## config.mk

```make
export PLATFORM = sky130hd
export DESIGN_NAME = rxdata_fifo_axis_master
export DESIGN_NICKNAME = d
export VERILOG_FILES = /design/src/rtl/rxdata_fifo_axis_master.sv
export SDC_FILE = /design/constraint.sdc
export NUM_CORES = 1
export LEC_CHECK = 0
export CORE_MARGIN = 2
export CORE_UTILIZATION = 51
export DETAILED_ROUTE_END_ITERATION = 10
export GPL_ROUTABILITY_DRIVEN = 0
export PLACE_DENSITY = 0.76
export SETUP_SLACK_MARGIN = 0.5
export SYNTH_ARGS = -nofsm -noshare
export SYNTH_HDL_FRONTEND = slang
export SYNTH_SLANG_ARGS = --single-unit
```

## constraint.sdc

```tcl
create_clock -name clk -period 4.25 [get_ports clk]
set_input_delay 0.85 -clock clk [delete_from_list [all_inputs] [get_ports clk]]
set_output_delay 0.85 -clock clk [all_outputs]
set_load 0.03 [all_outputs]
```

## src/rtl/rxdata_fifo_axis_master.sv

```systemverilog
// rtl/rxdata_fifo_axis_master.sv - RX read side: control/data FIFO pops to AXI-Stream master packets
// One packet in flight; a 2-entry skid buffer absorbs the 1-cycle FIFO read latency.
module rxdata_fifo_axis_master #(
  parameter int WIDTH  = 64,
  parameter int KEEP_W = WIDTH / 8,
  parameter int LEN_W  = 16
) (
  input  logic              clk,
  input  logic              reset_,
  input  logic              enable,
  output logic              ctrl_rden,
  input  logic [LEN_W:0]    ctrl_dataout,
  input  logic              ctrl_rdempty,
  output logic              data_rden,
  input  logic [WIDTH-1:0]  data_dataout,
  input  logic              data_rdempty,
  output logic              m_axis_tvalid,
  input  logic              m_axis_tready,
  output logic [WIDTH-1:0]  m_axis_tdata,
  output logic [KEEP_W-1:0] m_axis_tkeep,
  output logic              m_axis_tlast,
  output logic              m_axis_tuser,
  output logic              pkt_done,
  output logic              zero_len_drop
);

  typedef enum logic [1:0] {
    S_IDLE,
    S_CTRL_RD,
    S_CTRL_WAIT,
    S_STREAM
  } state_t;

  localparam logic [LEN_W-1:0] KEEP_L = LEN_W'(KEEP_W);

  state_t              state_q;
  logic                ctrl_rden_q;
  logic [LEN_W-1:0]    rd_left_q;
  logic [LEN_W-1:0]    beat_left_q;
  logic [KEEP_W-1:0]   last_keep_q;
  logic                err_q;
  logic                inflight_q;
  logic [WIDTH-1:0]    buf_q [2];
  logic                wr_ptr_q;
  logic                rd_ptr_q;
  logic [1:0]          buf_cnt_q;

  logic [LEN_W-1:0]    desc_len;
  logic                desc_err;
  logic [LEN_W-1:0]    desc_rem;
  logic [LEN_W-1:0]    desc_words;
  logic [KEEP_W-1:0]   desc_keep;
  logic                tvalid;
  logic                pop;
  logic                is_last;
  logic [2:0]          occ;
  logic [2:0]          occ_lim;

  assign desc_len   = ctrl_dataout[LEN_W-1:0];
  assign desc_err   = ctrl_dataout[LEN_W];
  assign desc_rem   = desc_len % KEEP_L;
  assign desc_words = (desc_len / KEEP_L) + LEN_W'(desc_rem != '0);

  always_comb begin
    desc_keep = '0;
    for (int b = 0; b < KEEP_W; b++) begin
      desc_keep[b] = (desc_rem == '0) || (LEN_W'(b) < desc_rem);
    end
  end

  assign tvalid  = (buf_cnt_q != 2'd0);
  assign pop     = tvalid && m_axis_tready;
  assign is_last = (beat_left_q == LEN_W'(1));

  // Credit: words held plus words still returning, after this cycle's pop, must stay below 2.
  assign occ     = {1'b0, buf_cnt_q} + {2'b00, inflight_q};
  assign occ_lim = 3'd2 + {2'b00, pop};

  assign data_rden = (state_q == S_STREAM) && !data_rdempty &&
                     (rd_left_q != '0) && (occ < occ_lim);

  always_ff @(posedge clk or negedge reset_) begin
    if (!reset_) begin
      state_q     <= S_IDLE;
      ctrl_rden_q <= 1'b0;
      rd_left_q   <= '0;
      beat_left_q <= '0;
      last_keep_q <= '0;
      err_q       <= 1'b0;
      inflight_q  <= 1'b0;
      wr_ptr_q    <= 1'b0;
      rd_ptr_q    <= 1'b0;
      buf_cnt_q   <= 2'd0;
    end else begin
      ctrl_rden_q <= 1'b0;
      inflight_q  <= data_rden;
      case (state_q)
        S_IDLE: begin
          if (enable && !ctrl_rdempty) begin
            ctrl_rden_q <= 1'b1;
            state_q     <= S_CTRL_RD;
          end
        end
        S_CTRL_RD: state_q <= S_CTRL_WAIT;
        S_CTRL_WAIT: begin
          if (desc_len == '0) begin
            state_q <= S_IDLE;
          end else begin
            rd_left_q   <= desc_words;
            beat_left_q <= desc_words;
            last_keep_q <= desc_keep;
            err_q       <= desc_err;
            state_q     <= S_STREAM;
          end
        end
        S_STREAM: begin
          if (data_rden) rd_left_q <= rd_left_q - LEN_W'(1);
          if (pop) begin
            beat_left_q <= beat_left_q - LEN_W'(1);
            if (is_last) state_q <= S_IDLE;
          end
        end
        default: state_q <= S_IDLE;
      endcase
      if (inflight_q) wr_ptr_q <= ~wr_ptr_q;
      if (pop) rd_ptr_q <= ~rd_ptr_q;
      if (inflight_q && !pop) begin
        buf_cnt_q <= buf_cnt_q + 2'd1;
      end else if (!inflight_q && pop) begin
        buf_cnt_q <= buf_cnt_q - 2'd1;
      end
    end
  end

  always_ff @(posedge clk) begin
    if (inflight_q) buf_q[wr_ptr_q] <= data_dataout;
  end

  assign ctrl_rden     = ctrl_rden_q;
  assign m_axis_tvalid = tvalid;
  assign m_axis_tdata  = tvalid ? buf_q[rd_ptr_q] : '0;
  assign m_axis_tkeep  = !tvalid ? '0 : (is_last ? last_keep_q : '1);
  assign m_axis_tlast  = tvalid && is_last;
  assign m_axis_tuser  = tvalid && is_last && err_q;
  assign pkt_done      = (state_q == S_STREAM) && pop && is_last;
  assign zero_len_drop = (state_q == S_CTRL_WAIT) && (desc_len == '0);

endmodule

```

# == Word-level counts from Yosys, hierarchy flattened ==
# Memory sizes are Yosys's and may differ from the RTL's.
# Index checks and enable logic that the tools add are counted.
# totals
ff_bits,49
latchBits,0
ramBits,128
rom_bits,0
in_bits,87
out_inout_bits,79
wordCells,94
memories,1
# memory_table
memory,depth,word_bits,rd,rd_clocked_by_memory_dff,write_ports,line_no,source
buf_q,2,64,1,0,1,43,logic [WIDTH-1:0] buf_q [2];
# op_classes
add_sub_neg,7
n_mul,0
div_mod_pow,0
magnitude_cmp,9
n_eq_ne,9
shifts,0
muxes,19
n_bitwise,3
reduce_logical,36
# ops
cell,count
64-bit 2-to-1 mux,1
16-bit case mux with 2 select lines,2
16-bit 2-to-1 mux,3
16-bit zero test,2
16-bit nonzero test,2
"16-bit by 1-bit subtractor with 16-bit output, second input constant",2
"16-bit by 1-bit equality test with 1-bit output, second input constant",1
8-bit 2-to-1 mux,2
13-bit by 1-bit adder with 14-bit output,1
1-bit logical AND,12
"3-bit < comparator, first input constant",4
2-bit 2-to-1 mux,6
"2-bit inequality test, second input constant",5
3-bit AND reduction,3
1-bit logical OR,8
2-bit case mux with 4 select lines,1
"1-bit by 3-bit < comparator with 1-bit output, first input constant",2
"2-bit by 3-bit < comparator with 1-bit output, first input constant",2
2-bit nonzero test,3
"2-bit equality test, second input constant",2
1-bit zero test,4
1-bit 2-to-1 mux,4
2-bit by 1-bit adder with 3-bit output,1
"2-bit by 1-bit adder with 3-bit output, first input constant",1
other kinds (7),9

# == Depth between registers and ports, before layout ==
# depth
depth_word,7
depth_mapped,10
ltp_nobuf,8

# == Least setup slack after synthesis ==
# Ideal clock, no wire load.
# synth_path
path_kind,register to register
from,reg inflight_q
to,"mem buf_q[0][0], enable pin"
setup_time_ns,0.494
t_arrival_ns,3.259
t_required_ns,3.756
path_slack_ns,0.497
path_stages_with_launch,2
n_path_buf,0
synth_period_minus_slack_ns,3.753
path_cell_list,dfrtp_1 > nor2b_1
# synth_between
elab_chain_len,2
# synth_lines
element,line_no,source
"start, declared",42,logic inflight_q;
"start signal, assigned",96,inflight_q <= data_rden;
1-bit 2-to-1 mux,136,if (inflight_q) buf_q[wr_ptr_q] <= data_dataout;
1-bit 2-to-1 mux (not written as such),136,
"end, declared",43,
# Every way passes these cells.

# == Worst setup path in the final report ==
# layout_path
from,reg beat_left_q[8]
to,out m_axis_tuser
# layout_between
elab_chain_len,3
# layout_lines
element,line_no,source
"start, declared",39,logic [LEN_W-1:0] beat_left_q;
"start signal, assigned",110,beat_left_q <= desc_words;
"start signal, assigned",119,beat_left_q <= beat_left_q - LEN_W'(1);
16-bit by 1-bit equality test with 1-bit output,73,assign is_last = (beat_left_q == LEN_W'(1));
1-bit logical AND (2 in series),144,assign m_axis_tuser = tvalid && is_last && err_q;
"end, declared",22,"output logic m_axis_tuser,"
# Every way passes these cells.

==> impl_metrics.py <==
metrics = {
    "logic_synthesis": {
        "synth_most_common_cell": "nor2_1",
        "ys_warn_count": 0,
        "synth_edf_count": 128,
        "ys.flop_type": "edfxtp_1",
        "synth-seq-cells": 177,
        "synth_area_leaders": "edfxtp_1 (49%), dfrtp_1 (16%), mux2i_1 (8.1%), nor2_1 (7.1%), a21oi_1 (1.6%)",
        "yosysSeqAreaShare": 0.6436,
        "syn_inst": 642,
        "syn-cell-area_um2": 7878,
        "synth_top_area_cell": "edfxtp_1",
        "synth_area_per_cell_um2": 12.27,
        "ys_async_sr_fraction": 0.2768,
        "syn_nets": 737,
        "ys_types": 51,
        "yosys.area.top_type_share": 0.4879,
        "yosys-top-cells-count": "nor2_1 (148), edfxtp_1 (128), mux2i_1 (64), dfrtp_1 (49), a21oi_1 (25)",
    },
    "sta": {
        "rsz0062_at_grt": "true",
        "hold_slack_ns": 0.4404,
        "finalCritPeriodShare": 0.8514,
        "finalMaxSlewViolations": 0,
        "finalSetupViolCount": 0,
        "fin_skew_ns": 0.005575,
        "fmax_ghz": 0.2764,
        "post-route-min-period_ns": 3.618,
        "tightestPinTransition_ns": 1.145,
        "slew_headroom": 0.2353,
        "hold_violations": 0,
        "tns_ns": 0,
    },
    "setup_path": {
        "max_stage_delay_ns": 0.67,
        "cpMaxStageDelayCell": "clkdlybuf4s50_1",
        "critPathLaunchType": "flop",
        "worst-setup-path-type": "flop to output port",
        "crit_top_cell": "nor2_1",
        "cp_cell_sequence": "nor4_4 > nand2_1 > nor2_1 > nand3_2 > nor2_1 > and2_1 > clkdlybuf4s50_1",
        "worstPathMaxFanout": 12,
        "path_delay_family": "simple AND/OR/NAND/NOR gates",
        "required_ns": 3.40,
        "r2r_slack_ns": 1.50,
        "r2r_start": "rd_left_q[0]",
        "critPathBufInv": 1,
        "timing.rr.end": "rd_left_q[3]",
        "worstPathArrival_ns": 2.77,
        "reg2reg_depth": 9,
        "crit_path_end_kind": "output port",
    },
    "routing": {
        "drt_iter0_markers": 483,
        "drt-vias-per-instance": 5.638,
        "post-route-drc-count": 0,
        "final_antenna_net_count": 0,
        "vias": 5683,
        "dr.pass1.iters": 5,
        "post_drt_wl_per_cell_um": 18.45,
        "wirelength_um": 18600,
    },
    "global_routing": {
        "antenna_found_initial": 1,
        "grt_pass1_vias": 5664,
        "gr-usage-all-layers": 0.2318,
        "overflow": 0,
        "grt_pass1_wl_um": 29300,
        "grt_max_degree": 41,
    },
    "pwr": {
        "totalPowerFinal_mw": 7.849,
        "powerDensity_nw_per_um2": 756.1,
        "p_int_mw": 4.669,
        "ir_drop_mv": 0.5038,
        "p_seq_frac": 0.344,
        "p_sw_mw": 3.180,
        "swShare": 0.4052,
        "p_leak_nw": 3.904,
        "p_clk_frac": 0.199,
        "combPwrFrac": 0.457,
    },
    "run_status": {
        "outcome": "complete, no violations",
    },
    "clock_network": {
        "cts_tree": "built",
        "cts_root_buf": "clkbuf_16",
        "numCtsBuffers": 17,
        "cts_buffer_depth": 2,
        "cts.clk_slew.worst_paths_ns": 0.06,
        "cts_num_sinks": 177,
        "htree_levels": 4,
        "clk_latency_ns": 0.42,
    },
    "final_layout": {
        "syn_to_final_growth_pct": 31.77,
        "fin_nets": 901,
        "drive_gt1_frac": 0.07448,
        "post-route-util": 0.6853,
        "final_area_um2": 10380,
    },
    "placement": {
        "numPortBuffers": 165,
        "dp_hpwl_um": 12680,
        "place_area_um2": 9747,
    },
    "floorplanning": {
        "start_util": 0.5201,
        "row_count": 45,
        "dieArea_um2": 16460,
        "die_w_um": 128.3,
        "pin_count": 166,
        "core_area_um2": 15150,
        "dieHeight_um": 128.3,
    },
    "worst_hold_path": {
        "hold_class": "input port to async pin",
    },
    "flow_run": {
        "drv_cap": 0,
    },
}
==> worst max path at each step <==
| stage | end | depth (start not counted) | start |
|---|---|---|---|
| after floorplan | zero_len_drop | 5 | ctrl_dataout[0] |
| after global placement | zero_len_drop | 6 | ctrl_dataout[0] |
| after global routing | m_axis_tuser | 7 | beat_left_q[8] |
| final | m_axis_tuser | 7 | beat_left_q[8] |
| after CTS | zero_len_drop | 6 | ctrl_dataout[1] |
| after detailed placement | zero_len_drop | 6 | ctrl_dataout[1] |
==> flip-flops by register name, summed over array words and instances, names as in the netlist <==
| name | flops |
|---|---|
| inflight_q | 1 |
| ctrl_rden | 1 |
| buf_cnt_q | 2 |
| buf_q | 128 |
| rd_left_q | 16 |
| err_q | 1 |
| beat_left_q | 16 |
| wr_ptr_q | 1 |
| last_keep_q | 8 |
| rd_ptr_q | 1 |
| state_q | 2 |
==> area by class of cell <==
type / instances / area (µm²)
Multi-Input combinational cell: 423 / 2678
Clock inverter: 14 / 162.7
Tap cell: 188 / 235.2
Timing Repair Buffer: 178 / 1765
Antenna cell: 1 / 2.502
Sequential cell: 177 / 5074
Fill cell: 1118 / 4766
Inverter: 9 / 33.78
Clock buffer: 18 / 429.2
==> metal layers <==
layer / up-vias / GRT usage / share of wire
met5: - / 0 / 0
li1: 2665 / - / -
met2: 243 / 0.3839 / 0.50
met1: 2743 / 0.2912 / 0.41
met4: 0 / 0.09502 / 0.020
met3: 32 / 0.06010 / 0.070
==> logic make-up (layout without fill, tap and decap cells) <==
logic type | after synthesis | in the layout | share of synthesized area
AOI/OAI and AO/OA | 96 | 96 | 0.07704
buffers and inverters | 42 | 219 | 0.02303
muxes | 64 | 64 | 0.08132
other | 0 | 1 | 0
and+or+nand+nor | 235 | 235 | 0.1401
adders and majority gates | 8 | 8 | 0.01271
DFF | 177 | 177 | 0.6436
xor gates and xnor gates | 20 | 20 | 0.02224
==> cell usage in the layout (no fill, tap or decap), types with 4 or more instances in the layout <==
| master | netlist | final |
|---|---|---|
| o22a_1 | 9 | 9 |
| dfrtp_1 | 49 | 48 |
| nand3_1 | 7 | 6 |
| nand4_1 | 5 | 5 |
| inv_1 | 9 | 9 |
| o21ai_0 | 24 | 24 |
| nor4b_1 | 4 | 4 |
| clkdlybuf4s50_1 | 0 | 161 |
| nor4_1 | 7 | 6 |
| buf_4 | 1 | 11 |
| nand2_1 | 19 | 19 |
| and2_1 | 8 | 7 |
| a31oi_1 | 13 | 13 |
| o21ai_1 | 7 | 7 |
| edfxtp_1 | 128 | 128 |
| a21oi_1 | 25 | 25 |
| nor3_1 | 12 | 12 |
| xnor2_1 | 7 | 7 |
| nand2b_1 | 4 | 4 |
| nor2_1 | 148 | 147 |
| ha_1 | 8 | 8 |
| clkbuf_16 | 0 | 17 |
| mux2i_1 | 64 | 64 |
| xor2_1 | 13 | 13 |
==> stage by stage <==
stage / cells / setup WS [ns]
global placement: 974 / 0.2581
global route: 1008 / 0.4118
floorplan: 642 / 1.147
CTS: 1006 / 0.4827
finish: 1008 / 0.6317
detailed placement: 974 / 0.2141
==> power by group through the flow <==
stage	logic, mW	clock network [mW]	registers [mW]
2_1_floorplan	2.39	0	2.55
3_3_place_gp	3.50	0	2.67
3_5_place_dp	3.58	0	2.71
4_1_cts	3.61	1.60	2.69
5_1_grt	3.86	1.66	2.75
6_report	3.59	1.56	2.70
==> repair_timing <==
| item | CTS | global route |
|---|---|---|
| endpoints found under the setup margin | 13 | 7 |
| gates resized for setup | 5 | 5 |
| endpoints found under the hold margin | 0 | 0 |
| hold buffers | 0 | 0 |
| setup buffers | 0 | 1 |
No activity file was read; power rests on OpenSTA's default activity.
